File: src/rtl/alu_pkg.sv
// ---------------------------------------------------------------------------
// Module : alu_pkg
// Brief  : Shared ALU constants and the Y86 condition-code helper.
// Rev    : 1.0  initial release
// ---------------------------------------------------------------------------
`default_nettype none

package alu_pkg;

  localparam int C_ALU_WIDTH = 64;

  // Y86 condition-code vector layout
  localparam int C_FLAG_W  = 3;
  localparam int C_FLAG_ZF = 2;
  localparam int C_FLAG_SF = 1;
  localparam int C_FLAG_OF = 0;

  typedef logic [C_FLAG_W-1:0] cc_t;

  // Overflow when both addends share a sign that the result does not.
  function automatic cc_t y86_cc(
    input logic i_zero,
    input logic i_sign,
    input logic i_a_sign,
    input logic i_b_sign
  );
    cc_t w_cc;
    w_cc            = '0;
    w_cc[C_FLAG_ZF] = i_zero;
    w_cc[C_FLAG_SF] = i_sign;
    w_cc[C_FLAG_OF] = (i_a_sign == i_b_sign) && (i_sign != i_a_sign);
    return w_cc;
  endfunction

endpackage

`default_nettype wire

File: src/rtl/addsub_slice.sv
// ---------------------------------------------------------------------------
// Module : addsub_slice
// Brief  : W-bit adder slice with carry in and carry out.
// Rev    : 1.0  initial release
// ---------------------------------------------------------------------------
`default_nettype none

module addsub_slice #(
  parameter int W = 16
) (
  input  logic [W-1:0] i_a,
  input  logic [W-1:0] i_b,
  input  logic         i_ci,
  output logic [W-1:0] o_s,
  output logic         o_co
);

  logic [W:0] w_sum;

  assign w_sum = {1'b0, i_a} + {1'b0, i_b} + {{W{1'b0}}, i_ci};
  assign o_s   = w_sum[W-1:0];
  assign o_co  = w_sum[W];

endmodule

`default_nettype wire

File: src/rtl/addsub_pipe.sv
// ---------------------------------------------------------------------------
// Module : addsub_pipe
// Brief  : Pipelined add/subtract, one slice of carry ripple per clock,
//          Y86 flags, valid/ready on both sides with a global stall.
// Rev    : 1.0  initial release
// ---------------------------------------------------------------------------
`default_nettype none

module addsub_pipe
  import alu_pkg::*;
#(
  parameter int WIDTH  = C_ALU_WIDTH,
  parameter int STAGES = 4
) (
  input  logic             clk,
  input  logic             rst_n,
  input  logic             in_valid,
  output logic             in_ready,
  input  logic [WIDTH-1:0] a,
  input  logic [WIDTH-1:0] b,
  input  logic             m,
  input  logic             cin,
  output logic             out_valid,
  input  logic             out_ready,
  output logic [WIDTH-1:0] s,
  output logic             cout,
  output logic             zf,
  output logic             sf,
  output logic             of
);

  // WIDTH must be a multiple of STAGES.
  localparam int C_SLICE_W = WIDTH / STAGES;
  localparam int C_LAST    = STAGES - 1;

  logic                  w_adv;
  logic [WIDTH-1:0]      w_b_eff;
  cc_t                   w_cc;

  // Inputs seen by each stage's slice adder
  logic [WIDTH-1:0]      w_op_a    [STAGES];
  logic [WIDTH-1:0]      w_op_b    [STAGES];
  logic [WIDTH-1:0]      w_sum_in  [STAGES];
  logic [WIDTH-1:0]      w_sum_nxt [STAGES];
  logic [C_SLICE_W-1:0]  w_sl_s    [STAGES];
  logic [STAGES-1:0]     w_ci;
  logic [STAGES-1:0]     w_sl_co;
  logic [STAGES-1:0]     w_in_vld;
  logic [STAGES-1:0]     w_as_in;
  logic [STAGES-1:0]     w_bs_in;

  // Pipeline registers; r_a/r_b hold the unprocessed operand bits shifted down
  logic [STAGES-1:0]     r_vld;
  logic [STAGES-1:0]     r_cy;
  logic [WIDTH-1:0]      r_sum [STAGES];
  logic [WIDTH-1:0]      r_a   [STAGES];
  logic [WIDTH-1:0]      r_b   [STAGES];
  logic                  r_as  [STAGES];
  logic                  r_bs  [STAGES];
  cc_t                   r_cc;

  assign w_adv    = out_ready | ~r_vld[C_LAST];
  assign in_ready = w_adv;
  assign w_b_eff  = m ? ~b : b;

  for (genvar k = 0; k < STAGES; k++) begin : g_stage
    if (k == 0) begin : g_head
      assign w_op_a[k]   = a;
      assign w_op_b[k]   = w_b_eff;
      assign w_ci[k]     = cin;
      assign w_sum_in[k] = '0;
      assign w_in_vld[k] = in_valid;
      assign w_as_in[k]  = a[WIDTH-1];
      assign w_bs_in[k]  = w_b_eff[WIDTH-1];
    end else begin : g_tail
      assign w_op_a[k]   = r_a[k-1];
      assign w_op_b[k]   = r_b[k-1];
      assign w_ci[k]     = r_cy[k-1];
      assign w_sum_in[k] = r_sum[k-1];
      assign w_in_vld[k] = r_vld[k-1];
      assign w_as_in[k]  = r_as[k-1];
      assign w_bs_in[k]  = r_bs[k-1];
    end

    addsub_slice #(
      .W (C_SLICE_W)
    ) u_slice (
      .i_a  (w_op_a[k][C_SLICE_W-1:0]),
      .i_b  (w_op_b[k][C_SLICE_W-1:0]),
      .i_ci (w_ci[k]),
      .o_s  (w_sl_s[k]),
      .o_co (w_sl_co[k])
    );

    assign w_sum_nxt[k] = w_sum_in[k] | (WIDTH'(w_sl_s[k]) << (k * C_SLICE_W));
  end

  assign w_cc = y86_cc(w_sum_nxt[C_LAST] == '0, w_sum_nxt[C_LAST][WIDTH-1],
                       w_as_in[C_LAST], w_bs_in[C_LAST]);

  // Data only loads behind a valid beat so bubbles leave the outputs untouched.
  always_ff @(posedge clk or negedge rst_n) begin
    if (!rst_n) begin
      r_vld <= '0;
      r_cy  <= '0;
      for (int k = 0; k < STAGES; k++) begin
        r_sum[k] <= '0;
        r_a[k]   <= '0;
        r_b[k]   <= '0;
        r_as[k]  <= 1'b0;
        r_bs[k]  <= 1'b0;
      end
    end else if (w_adv) begin
      r_vld <= w_in_vld;
      for (int k = 0; k < STAGES; k++) begin
        if (w_in_vld[k]) begin
          r_sum[k] <= w_sum_nxt[k];
          r_a[k]   <= w_op_a[k] >> C_SLICE_W;
          r_b[k]   <= w_op_b[k] >> C_SLICE_W;
          r_cy[k]  <= w_sl_co[k];
          r_as[k]  <= w_as_in[k];
          r_bs[k]  <= w_bs_in[k];
        end
      end
    end
  end

  always_ff @(posedge clk or negedge rst_n) begin
    if (!rst_n) begin
      r_cc <= '0;
    end else if (w_adv && w_in_vld[C_LAST]) begin
      r_cc <= w_cc;
    end
  end

  assign out_valid = r_vld[C_LAST];
  assign s         = r_sum[C_LAST];
  assign cout      = r_cy[C_LAST];
  assign zf        = r_cc[C_FLAG_ZF];
  assign sf        = r_cc[C_FLAG_SF];
  assign of        = r_cc[C_FLAG_OF];

endmodule

`default_nettype wire

File: config.mk
export PLATFORM = sky130hd
export DESIGN_NAME = addsub_pipe
export DESIGN_NICKNAME = d
export VERILOG_FILES = /design/src/rtl/alu_pkg.sv /design/src/rtl/addsub_slice.sv /design/src/rtl/addsub_pipe.sv
export SDC_FILE = /design/constraint.sdc
export NUM_CORES = 1
export LEC_CHECK = 0
export ABC_AREA = 1
export BUFFER_PORTS_ARGS = -buffer_cell sky130_fd_sc_hd__buf_2
export CAP_MARGIN = 20
export CORE_MARGIN = 5
export CORE_UTILIZATION = 40
export DETAILED_ROUTE_END_ITERATION = 8
export PLACE_DENSITY = 0.57
export SKIP_LAST_GASP = 1
export SYNTH_ARGS = -nofsm -noshare
export SYNTH_HDL_FRONTEND = slang
export SYNTH_SLANG_ARGS = --single-unit
File: constraint.sdc
create_clock -name clk -period 5.5 [get_ports clk]
set_input_delay 0.275 -clock clk [delete_from_list [all_inputs] [get_ports clk]]
set_output_delay 0.275 -clock clk [all_outputs]
set_load 0.1 [all_outputs]
==> metrics.md, run 1 <==
| Metric | Value |
|---|---|
| Status | finished clean |
| Row Count | slightly below 80 |
| Total track usage | a little under a fifth |
| Cell variety after synth | 35 |
| GP Congestion | 0.870 |
| CTS clk-pin slew, worst paths | 0.06 ns |
| Synth Register Bits | 362 |
| Relative slew slack | approximately 29% |
| Standby leakage power | 10.4 nW |
| Via-per-instance ratio | 4.73 |
| Final critical-path required period | 2.47 ns |
| Post-Synth Adder-Cell Area | under 10% |
| Die area | 48600 um2 |
| Post-DP HPWL | 32400 um |
| NumNets Final | 2454 |
| WL per Instance | 15.6 um |
| Cell Area, Synth | 17700 um2 |
| Post-route clock skew | between 0.01 and 0.015 ns |
| Mapped Cells | 2085 |
| CP arrival | 2.95 ns |
| Drc violations | 0 |
| Final worst-path cycle share | between 40 and 50% |
| Drt pass-1 iters | 5 |
| Synth Net Count | 2287 |
| Die W | 220 um |
| DRT iter0 DRCs | 892 |
| RSZ-0062 raised after global routing | false |
| Clock buffer count from CTS | around 40 |
| PwrDens | around 620 nW/um2 |
| Final setup fails | 0 |
| Setup TNS | 0 ns |
| Area share of xor/xnor cells in the synthesized design | 4.35% |
| Setup ws final | 3.03 ns |
| Htree depth | 2 |
| Dpl ws | 2.59 ns |
| Layout cells sized above 1 | a little over an eighth |
| Fin cells | 2871 |
| Worst hold-check path type | in2reg |
| Post-synthesis compound-gate area fraction | 11.2% |
| Vias in the first global route | 13.6k |
| Achievable clock frequency | 405 MHz |
| Area delta synth->final | 16.4% |
| CP Launch Type | flip-flop |
| Root Driver | clkbuf_16 |
| Max-cap violations | 0 |
| Max Root-Sink Buffers | 3 |
| CP Class | reg2reg |
| Pins over their slew limit | 0 |
| Commonest cells after routing, fill and taps aside | 672 x nand2_1, 362 x dfrtp_1, 257 x o21ai_0 |
| Post-synth EDFFs | 0 |
| Setup bufs post-CTS | 0 |
| Core area | about 44000 um2 |
| Cts repair resizes | 0 |
| Syn. warnings | 0 |
| CTS Hold Bufs | 55 |
| Clk Latency, worst-skew pair | 0.54 ns |
| Hold Violations, Final | 0 |
| Die height | about 220 um |
| Worst IR Drop VDD | 0.569 mV |
| Nature of the critical path endpoint | flip-flop |
| Ant. Diodes | 0 |
| Post-placement cell count | 2746 |
| Post-Synth Simple-Gate Area | 19.7% |
| Multi-input combinational cell area | a little over 7000 um2 |
| Largest net degree at the start of global routing | 129 |
| Overflow after GRT | 0 |
| Mapped Avg Cell Area | 8.49 um2 |
| First-pass GRT wire length | 72000 um |
| Prevailing post-synth register cell | dfrtp_1 |
| Via Count | 13.6k |
| Fin util | 46.8% |
| Initial antenna violation count | 0 |
| Tot Pwr | around 13 mW |
| CP Max Fanout | 57 |
| Mux cell area share after synthesis | 0% |
| Final wirelength | 44700 um |
| Port bufs | 203 |
| Leading cell type in the layout, fill and taps excluded | nand2_1 |
| Initial core utilization | 40.2% |
| Storage element area | 9060 um2 |
| Worst Tran Pin Value | between 1 and 1.5 ns |
| Antenna-violating nets left | 0 |
| Seq/Total Area, Yosys | ~51% |
| Filler Cell Count | approximately 4.3k |
| Asr flop ratio synth | 100% |
| CTS sink count | about 360 |
| Worst EP required | 5.98 ns |
| CTS tree | yes |
| I/O pin cnt | between 200 and 250 |
| Main combinational cell family by area after synthesis | simple AND/OR/NAND/NOR gates |
-- critical path: stages (launching register included) --
cell and delay, ns:
dfrtp_1 0.38, nand2_2 0.20, nand2_4 0.29, inv_2 0.82, buf_4 0.42, nand2_1 0.14
nand2_1 0.08
-- power by group --
part	switching (mW)	internal, mW
combinational	4.27	1.52
sequential	0.652	3.74
clock	1.09	1.49
total	6.01	6.75
-- layer usage --
metal | GRT usage [%] | share of wire [%] | wire length (um)
met2 | 28.7 | 45 | 19900
met4 | 6.62 | 3.2 | 1420
met3 | 3.06 | 4.7 | 2080
met5 | 0 | 0 | 0
met1 | 26.4 | 48 | 21300
-- cells in the mapped netlist, types with 4 or more instances --
master / count / share of area [%]
o21ai_0: 257 / 7.3
xor2_1: 29 / 1.4
o21bai_1: 13 / 0.55
clkbuf_1: 43 / 0.91
nand2_1: 673 / 14
a21oi_2: 5 / 0.25
inv_2: 6 / 0.13
buf_4: 64 / 2.7
nand2_2: 7 / 0.25
a31oi_1: 15 / 0.53
or2_1: 8 / 0.28
nor2_1: 107 / 2.3
xnor2_1: 59 / 2.9
nand3b_1: 10 / 0.42
inv_1: 168 / 3.6
a221oi_1: 5 / 0.25
a211oi_1: 6 / 0.25
nand3_1: 55 / 1.6
fa_1: 8 / 0.90
nor3_1: 4 / 0.11
a21oi_1: 45 / 1.3
dfrtp_1: 362 / 51
nand4_1: 7 / 0.25
a21boi_1: 4 / 0.17
buf_2: 38 / 1.1
o21ai_1: 11 / 0.31
ha_1: 60 / 4.2
-- kinds of logic (layout without fill, tap and decap cells) --
logic type	Yosys count	count (layout)
simple gates	878	878
buf+inv	320	514
xor+xnor	88	88
fa+ha+maj	68	68
compound gates	369	369
flops	362	362
-- final timing paths --
path | start | to | slack, ns | cells past startpoint
setup / recovery | r_vld[3]$_DFFE_PN0N_ | r_a[227]$_DFFE_PN0P_ | 3.03 | 6
hold / removal | b[42] | r_b[218]$_DFFE_PN0P_ | 0.03 | 3
setup reg to reg | r_vld[3]$_DFFE_PN0N_ | r_a[227]$_DFFE_PN0P_ | 3.03 | 6
hold reg to reg | r_b[210]$_DFFE_PN0P_ | r_b[130]$_DFFE_PN0P_ | 0.47 | 2
max in group asynchronous | rst_n | r_a[232]$_DFFE_PN0P_ | 3.89 | 3
min in group asynchronous | rst_n | r_b[206]$_DFFE_PN0P_ | 0.40 | 2
-- layout make-up --
cell class / count / area share, %
Tap cell: 592 / 3.60
Clock buffer: 53 / 5.44
Multi-Input combinational cell: 1403 / 34.8
Inverter: 175 / 3.19
Clock inverter: 17 / 0.619
Sequential cell: 362 / 44.0
Timing Repair Buffer: 269 / 8.34
-- metrics by stage --
stage,area (um2),hold WS [ns]
6_report,20600,0.0301
3_3_place_gp,18800,0.410
4_1_cts,20600,0.000577
3_5_place_dp,18800,0.410
5_1_grt,20600,0.00853
2_1_floorplan,17700,-0.0206
-- sequential cells by signal (all words and copies together) (netlist names) --
| name | cells |
|---|---|
| r_sum | 96 |
| r_a | 93 |
| r_b | 93 |
| s | 63 |
| r_cy | 4 |
| r_vld | 4 |
| r_as | 3 |
| r_bs | 3 |
| r_cc | 3 |
Power figures use the tool's default switching activity.
==> run 2, diff against run 1 <==
Settings changed: PLACE_DENSITY 0.57 to 0.59.
Clock period 5.5 ns to 2.2 ns, I/O delays scaled along.
==> metrics.md, run 2 (same netlist as run 1, synthesis figures left out) <==
| Metric | Value |
|---|---|
| Status | finished clean (unchanged) |
| Post-DP HPWL | 32300 um (was 32400 um) |
| R2R depth | 12 (was 6) |
| Overflow after GRT | 0 (unchanged) |
| Leading cell type in the layout, fill and taps excluded | nand2_1 (unchanged) |
| Ant. Diodes | 0 (unchanged) |
| WL per Instance | 15.0 um (was 15.6 um) |
| Die W | 220 um (unchanged) |
| Tot Pwr | 32.6 mW (was 12.8 mW) |
| CP Cell Sequence | fa_2, fa_2, buf_4, nand2_2, nand3_2, nand2_1, nand2_1, nor2_1, nand4_1, nor2_1, nand3_1, nand2_1 (was nand2_2, nand2_4, inv_2, buf_4, nand2_1, nand2_1) |
| Achievable clock frequency | 463 MHz (was 405 MHz) |
| CP Launch Type | flip-flop (unchanged) |
| Hold Violations, Final | 0 (unchanged) |
| PwrDens | 1520 nW/um2 (was 620 nW/um2) |
| Clock share of power | 21.2% (was 20.2%) |
| Switch Pwr | 14.9 mW (was 6.01 mW) |
| Initial core utilization | 40.2% (unchanged) |
| CTS tree | yes (unchanged) |
| GP Congestion | 0.913 (was 0.870) |
| Clock buffer count from CTS | 41 (unchanged) |
| Antenna-violating nets left | 0 (unchanged) |
| First-pass GRT wire length | 71800 um (was 72000 um) |
| Area delta synth->final | 21.3% (was 16.4%) |
| Total track usage | 18.3% (was 18.5%) |
| Commonest cells after routing, fill and taps aside | 670 x nand2_1, 361 x dfrtp_1, 257 x o21ai_0 (was 672 x nand2_1, 362 x dfrtp_1, 257 x o21ai_0) |
| Setup bufs post-CTS | 0 (unchanged) |
| Layout cells sized above 1 | 14.9% (was 13.4%) |
| Nature of the critical path endpoint | flip-flop (unchanged) |
| Worst EP required | 2.69 ns (was 5.98 ns) |
| Max incr delay on CP | 0.42 ns (was 0.82 ns) |
| Sequential share of power | 33.7% (was 34.4%) |
| Root Driver | clkbuf_16 (unchanged) |
| Drc violations | 0 (unchanged) |
| Worst IR Drop VDD | 1.20 mV (was 0.569 mV) |
| Vias in the first global route | 13.7k (was 13.6k) |
| CP arrival | 2.65 ns (was 2.95 ns) |
| Port bufs | 203 (unchanged) |
| Post-route clock skew | 0.0102 ns (was 0.0132 ns) |
| CP Class | reg2reg (unchanged) |
| Max-cap violations | 0 (unchanged) |
| Via Count | 13.8k (was 13.6k) |
| Standby leakage power | 10.8 nW (was 10.4 nW) |
| Combinational power share | 45.1% (was 45.4%) |
| Final hold slack | 0.0422 ns (was 0.0301 ns) |
| Largest net degree at the start of global routing | 97 (was 129) |
| Fin util | 48.8% (was 46.8%) |
| Largest registers | r_sum (96), r_a (93), r_b (93) (unchanged) |
| RSZ-0062 raised after global routing | true (was false) |
| Max reg flops | 96 (unchanged) |
| P_int | 17.7 mW (was 6.75 mW) |
| Core area | 44000 um2 (unchanged) |
| Final worst-path cycle share | 98.2% (was 44.9%) |
| CP delay by family, top | adder cells (was buffers and inverters) |
| Pins over their slew limit | 0 (unchanged) |
| Worst hold-check path type | in2reg (unchanged) |
| CP Max Fanout | 3 (was 57) |
| Final wirelength | 44200 um (was 44700 um) |
| Final critical-path required period | 2.16 ns (was 2.47 ns) |
| I/O pin cnt | 204 (unchanged) |
| Final setup fails | 0 (unchanged) |
| Switching share of total power | 45.8% (was 47.1%) |
| DRT iter0 DRCs | 753 (was 892) |
| Worst Tran Pin Value | 0.878 ns (was 1.06 ns) |
| Hold-critical path depth | 5 (was 3) |
| WP buf/inv | 1 (was 2) |
| Top reg by flops | r_sum (unchanged) |
| Via-per-instance ratio | 4.68 (was 4.73) |
| Relative slew slack | 41.5% (was 29.3%) |
| Die height | 220 um (unchanged) |
| Clk Latency, worst-skew pair | 0.55 ns (was 0.54 ns) |
| Die area | 48600 um2 (unchanged) |
| Max Root-Sink Buffers | 3 (unchanged) |
| Row Count | 77 (unchanged) |
| Levels on crit path | 12 (was 6) |
| CTS sink count | 362 (unchanged) |
| NumNets Final | 2526 (was 2454) |
| Slowest cell on crit path | fa_2 (was inv_2) |
| Htree depth | 2 (unchanged) |
| Initial antenna violation count | 2 (was 0) |
| CTS clk-pin slew, worst paths | 0.06 ns (about the same) |
| Worst path most repeated cell | nand2_1 (unchanged) |
| Drt pass-1 iters | 5 (unchanged) |
## run 2: repair_timing
| item | CTS | global route |
|---|---|---|
| pin swaps | 2 | 2 |
| endpoints found under the hold margin | 459 | 0 |
| hold buffers | 99 | 0 |
| resized for setup | 2 | 9 |
| setup endpoints to repair | 3 | 8 |
## run 2: final timing paths
| kind | from | slack [ns] | to |
|---|---|---|---|
| hold reg to reg | r_cc[0]$_DFFE_PN0P_ | 0.47 | r_cc[0]$_DFFE_PN0P_ |
| min in group asynchronous | rst_n | 0.07 | r_b[204]$_DFFE_PN0P_ |
| hold / removal | a[15] | 0.04 | r_sum[207]$_DFFE_PN0P_ |
| setup / recovery | r_cy[2]$_DFFE_PN0P_ | 0.04 | r_cc[2]$_DFFE_PN0P_ |
| setup reg to reg | r_cy[2]$_DFFE_PN0P_ | 0.04 | r_cc[2]$_DFFE_PN0P_ |
| max in group asynchronous | rst_n | 1.34 | r_a[73]$_DFFE_PN0P_ |
## run 2: power by group through the flow
stage          Clock (mW)  Sequential [mW]  Combinational (mW)
2_1_floorplan           0             10.7                11.9
3_3_place_gp            0             11.0                14.5
3_5_place_dp            0             11.1                14.6
4_1_cts              7.12             11.0                14.8
5_1_grt              7.42             11.3                16.4
6_report             6.92             11.0                14.7
## run 2: final cells by class
cell class                      count  area [um2]
Clock buffer                       60        1230
Clock inverter                     13         150
Fill cell                        4283       22600
Inverter                          175         658
Multi-Input combinational cell   1403        7220
Sequential cell                   362        9060
Tap cell                          592         741
Timing Repair Buffer              341        2410
## run 2: layer usage
metal / GRT usage, % / wire [um] / vias up
li1: - / - / 7074
met1: 26.5 / 21100 / 6382
met2: 28.7 / 20000 / 259
met3: 2.89 / 2130 / 58
met4: 5.55 / 990 / 0
met5: 0 / 0 / -
## run 2: tightest hold or removal path, cell delays in order
cell and delay, ns:
buf_2 0.08, ha_1 0.18, nand2_1 0.07, nand3_1 0.06
nand2_1 0.05
## run 2: metrics by stage
step                setup TNS [ns]  instances  instance area [um2]  setup WS, ns
floorplan                        0       2085                17700       0.00732
detailed placement          -0.245       2774                19100        -0.162
global route                -0.163       2946                21500        -0.163
global placement            -0.159       2774                19100        -0.135
CTS                              0       2946                21400        0.0266
finish                           0       2946                21500        0.0391
==> run 3, diff against run 2 <==
Settings changed: CORE_UTILIZATION 40 to 53, PLACE_DENSITY 0.59 to 0.72.
==> metrics.md, run 3 (same netlist as run 1, synthesis figures left out) <==
| Metric | Value |
|---|---|
| Final worst-path cycle share | 100% (was 98.2%) |
| Die height | 193 um (was 220 um) |
| CTS tree | yes (unchanged) |
| CTS sink count | 362 (unchanged) |
| Core area | 33300 um2 (was 44000 um2) |
| Final wirelength | 42900 um (was 44200 um) |
| Root Driver | clkbuf_16 (unchanged) |
| Overflow after GRT | 0 (unchanged) |
| Hold Violations, Final | 0 (unchanged) |
| Slowest cell on crit path | dfrtp_1 (was fa_2) |
| WL per Instance | 15.4 um (was 15.0 um) |
| I/O pin cnt | 204 (unchanged) |
| Top reg by flops | r_sum (unchanged) |
| CP Cell Sequence | fa_2, fa_2, buf_4, nand2_1, nand3_1, nand2_1, nand2_1, nor2_1, nand4_1, nor2_1, nand3_1, nand2_1 (was fa_2, fa_2, buf_4, nand2_2, nand3_2, nand2_1, nand2_1, nor2_1, nand4_1, nor2_1, nand3_1, nand2_1) |
| Worst hold-check path type | in2reg (unchanged) |
| FF-to-FF End | r_cc[2]$_DFFE_PN0P_ (unchanged) |
| Htree depth | 2 (unchanged) |
| CP startpoint | r_a[64]$_DFFE_PN0P_ (was r_cy[2]$_DFFE_PN0P_) |
| Clk Latency, worst-skew pair | 0.52 ns (was 0.55 ns) |
| Port bufs | 203 (unchanged) |
| Fin util | 63.6% (was 48.8%) |
| Standby leakage power | 10.7 nW (was 10.8 nW) |
| Max incr delay on CP | 0.41 ns (was 0.42 ns) |
| Met3 wire length | 1910 um (was 2130 um) |
| Top Metal Used | met4 (unchanged) |
| Failing checks | setup timing |
| DRT iter0 DRCs | 838 (was 753) |
| Max Root-Sink Buffers | 3 (unchanged) |
| Drt pass-1 iters | 5 (unchanged) |
| Area delta synth->final | 19.5% (was 21.3%) |
| CP Class | reg2reg (unchanged) |
| Worst path most repeated cell | nand2_1 (unchanged) |
| Commonest cells after routing, fill and taps aside | 671 x nand2_1, 361 x dfrtp_1, 257 x o21ai_0 (was 670 x nand2_1, 361 x dfrtp_1, 257 x o21ai_0) |
| CP Max Fanout | 4 (was 3) |
| Worst EP required | 2.64 ns (was 2.69 ns) |
| Relative slew slack | 42.0% (was 41.5%) |
| Max reg flops | 96 (unchanged) |
| Nature of the critical path endpoint | flip-flop (unchanged) |
| CP arrival | 2.65 ns (about the same) |
| Status | finished, violations left (was finished clean) |
| Die W | 193 um (was 220 um) |
| Finished Cell Area | 21200 um2 (was 21500 um2) |
| Post-DP HPWL | 29500 um (was 32300 um) |
| Clock buffer count from CTS | 38 (was 41) |
| CP delay by family, top | adder cells (unchanged) |
| Total track usage | 23.3% (was 18.3%) |
| Die area | 37200 um2 (was 48600 um2) |
| Met2 wire length | 19800 um (was 20000 um) |
| Met1 WL | 19400 um (was 21100 um) |
| Row Count | 67 (was 77) |
| Final setup fails | 1 (was 0) |
| Worst R2R Start | r_a[64]$_DFFE_PN0P_ (was r_cy[2]$_DFFE_PN0P_) |
| Placed cell area | 18800 um2 (was 19100 um2) |
| Via-per-instance ratio | 5.01 (was 4.68) |
| Initial antenna violation count | 0 (was 2) |
| Filler Cell Count | 2840 (was 4283) |
| Via Count | 14.0k (was 13.8k) |
| Initial core utilization | 53.2% (was 40.2%) |
| Worst Setup EP | r_cc[2]$_DFFE_PN0P_ (unchanged) |
| Multi-input combinational cell area | 7210 um2 (was 7220 um2) |
| Vias in the first global route | 14.1k (was 13.7k) |
| Max-cap violations | 0 (unchanged) |
| Layout cells sized above 1 | 14.4% (was 14.9%) |
| Largest registers | r_sum (96), r_a (93), r_b (93) (unchanged) |
| Achievable clock frequency | 453 MHz (was 463 MHz) |
| PwrDens | 1530 nW/um2 (was 1520 nW/um2) |
| CP Launch Type | flip-flop (unchanged) |
| R2R depth | 12 (unchanged) |
| Ant. Diodes | 0 (unchanged) |
| GP Congestion | 0.888 (was 0.913) |
| Setup ws final | -0.00682 ns (was 0.0391 ns) |
| Drc violations | 0 (unchanged) |
| Levels on crit path | 12 (unchanged) |
| Leading cell type in the layout, fill and taps excluded | nand2_1 (unchanged) |
| Post-route clock skew | 0.0210 ns (was 0.0102 ns) |
| NumNets Final | 2513 (was 2526) |
| Largest net degree at the start of global routing | 124 (was 97) |
| CTS clk-pin slew, worst paths | 0.06 ns (about the same) |
| RSZ-0062 raised after global routing | true (unchanged) |
| Storage element area | 9060 um2 (unchanged) |
| WP buf/inv | 1 (unchanged) |
| Worst Tran Pin Value | 0.870 ns (was 0.878 ns) |
| Final critical-path required period | 2.21 ns (was 2.16 ns) |
| Worst IR Drop VDD | 1.01 mV (was 1.20 mV) |
| Pins over their slew limit | 0 (unchanged) |
| Antenna-violating nets left | 0 (unchanged) |
| Reg2reg setup slack | -0.007 ns (was 0.04 ns) |
| First-pass GRT wire length | 70200 um (was 71800 um) |
==> run 3: cell types whose count changed in the layout (fill, tap and decap cells not counted), moves of 2 or more <==
cell           change
buf_4              -9
clkinv_2           -3
clkinv_4           +3
clkbuf_16          -2
dlygate4sd3_1      -2
inv_6              -2
nand3_1            +2
nand3_2            -2
==> run 3: per-stage QoR <==
stage / cells / setup WS [ns] / setup TNS [ns] / hold slack (ns) / power, mW
floorplan: 2085 / 0.00732 / 0 / -0.186 / 22.6
global placement: 2621 / -0.120 / -0.170 / 0.0549 / 25.2
detailed placement: 2621 / -0.192 / -0.325 / 0.0586 / 25.5
CTS: 2788 / 0.00254 / 0 / 0.0105 / 32.4
global route: 2788 / -0.156 / -0.159 / 0.0286 / 34.7
finish: 2788 / -0.00682 / -0.00682 / 0.0287 / 32.3
==> run 3: what timing repair did <==
| item | in CTS | in global routing |
|---|---|---|
| hold buffers | 97 | 0 |
| endpoints found under the setup margin | 3 | 4 |
| buffers inserted | 1 | 0 |
| hold endpoints to repair | 365 | 0 |
| pin swaps | 2 | 3 |
| gates resized for setup | 2 | 7 |
==> run 3: worst min-delay path by stage <==
stage                     startpoint                endpoint  cells after the start
after floorplan                rst_n    r_a[128]$_DFFE_PN0P_                      0
after global placement         rst_n  r_sum[153]$_DFFE_PN0P_                      1
after detailed placement       rst_n  r_sum[153]$_DFFE_PN0P_                      1
after CTS                        cin  r_sum[192]$_DFFE_PN0P_                      4
after global routing             cin  r_sum[192]$_DFFE_PN0P_                      4
final                      out_ready    r_vld[3]$_DFFE_PN0N_                      4
==> run 3: final cells by class <==
type                            count  area share, %
Clock buffer                       57           5.56
Tap cell                          448           2.65
Sequential cell                   362           42.8
Clock inverter                     12          0.704
Inverter                          175           3.10
Multi-Input combinational cell   1403           34.1
Timing Repair Buffer              331           11.1
==> run 3: per-layer routing <==
metal / GRT usage, % / up-vias
li1: - / 7032
met1: 31.9 / 6529
met2: 37.5 / 305
met3: 3.76 / 97
met4: 9.22 / 0
met5: 0 / -
==> run 3: power by group <==
part	switching [mW]	internal, mW
clock	2.61	4.06
sequential	1.52	9.35
combinational	10.7	4.07
total	14.8	17.5
==> run 3: worst min-delay path: cells and delay by family <==
| kind | cells | cell delay [ns] |
|---|---|---|
| and+or+nand+nor | 2 | 0.29 |
| buffers and inverters | 2 | 0.10 |
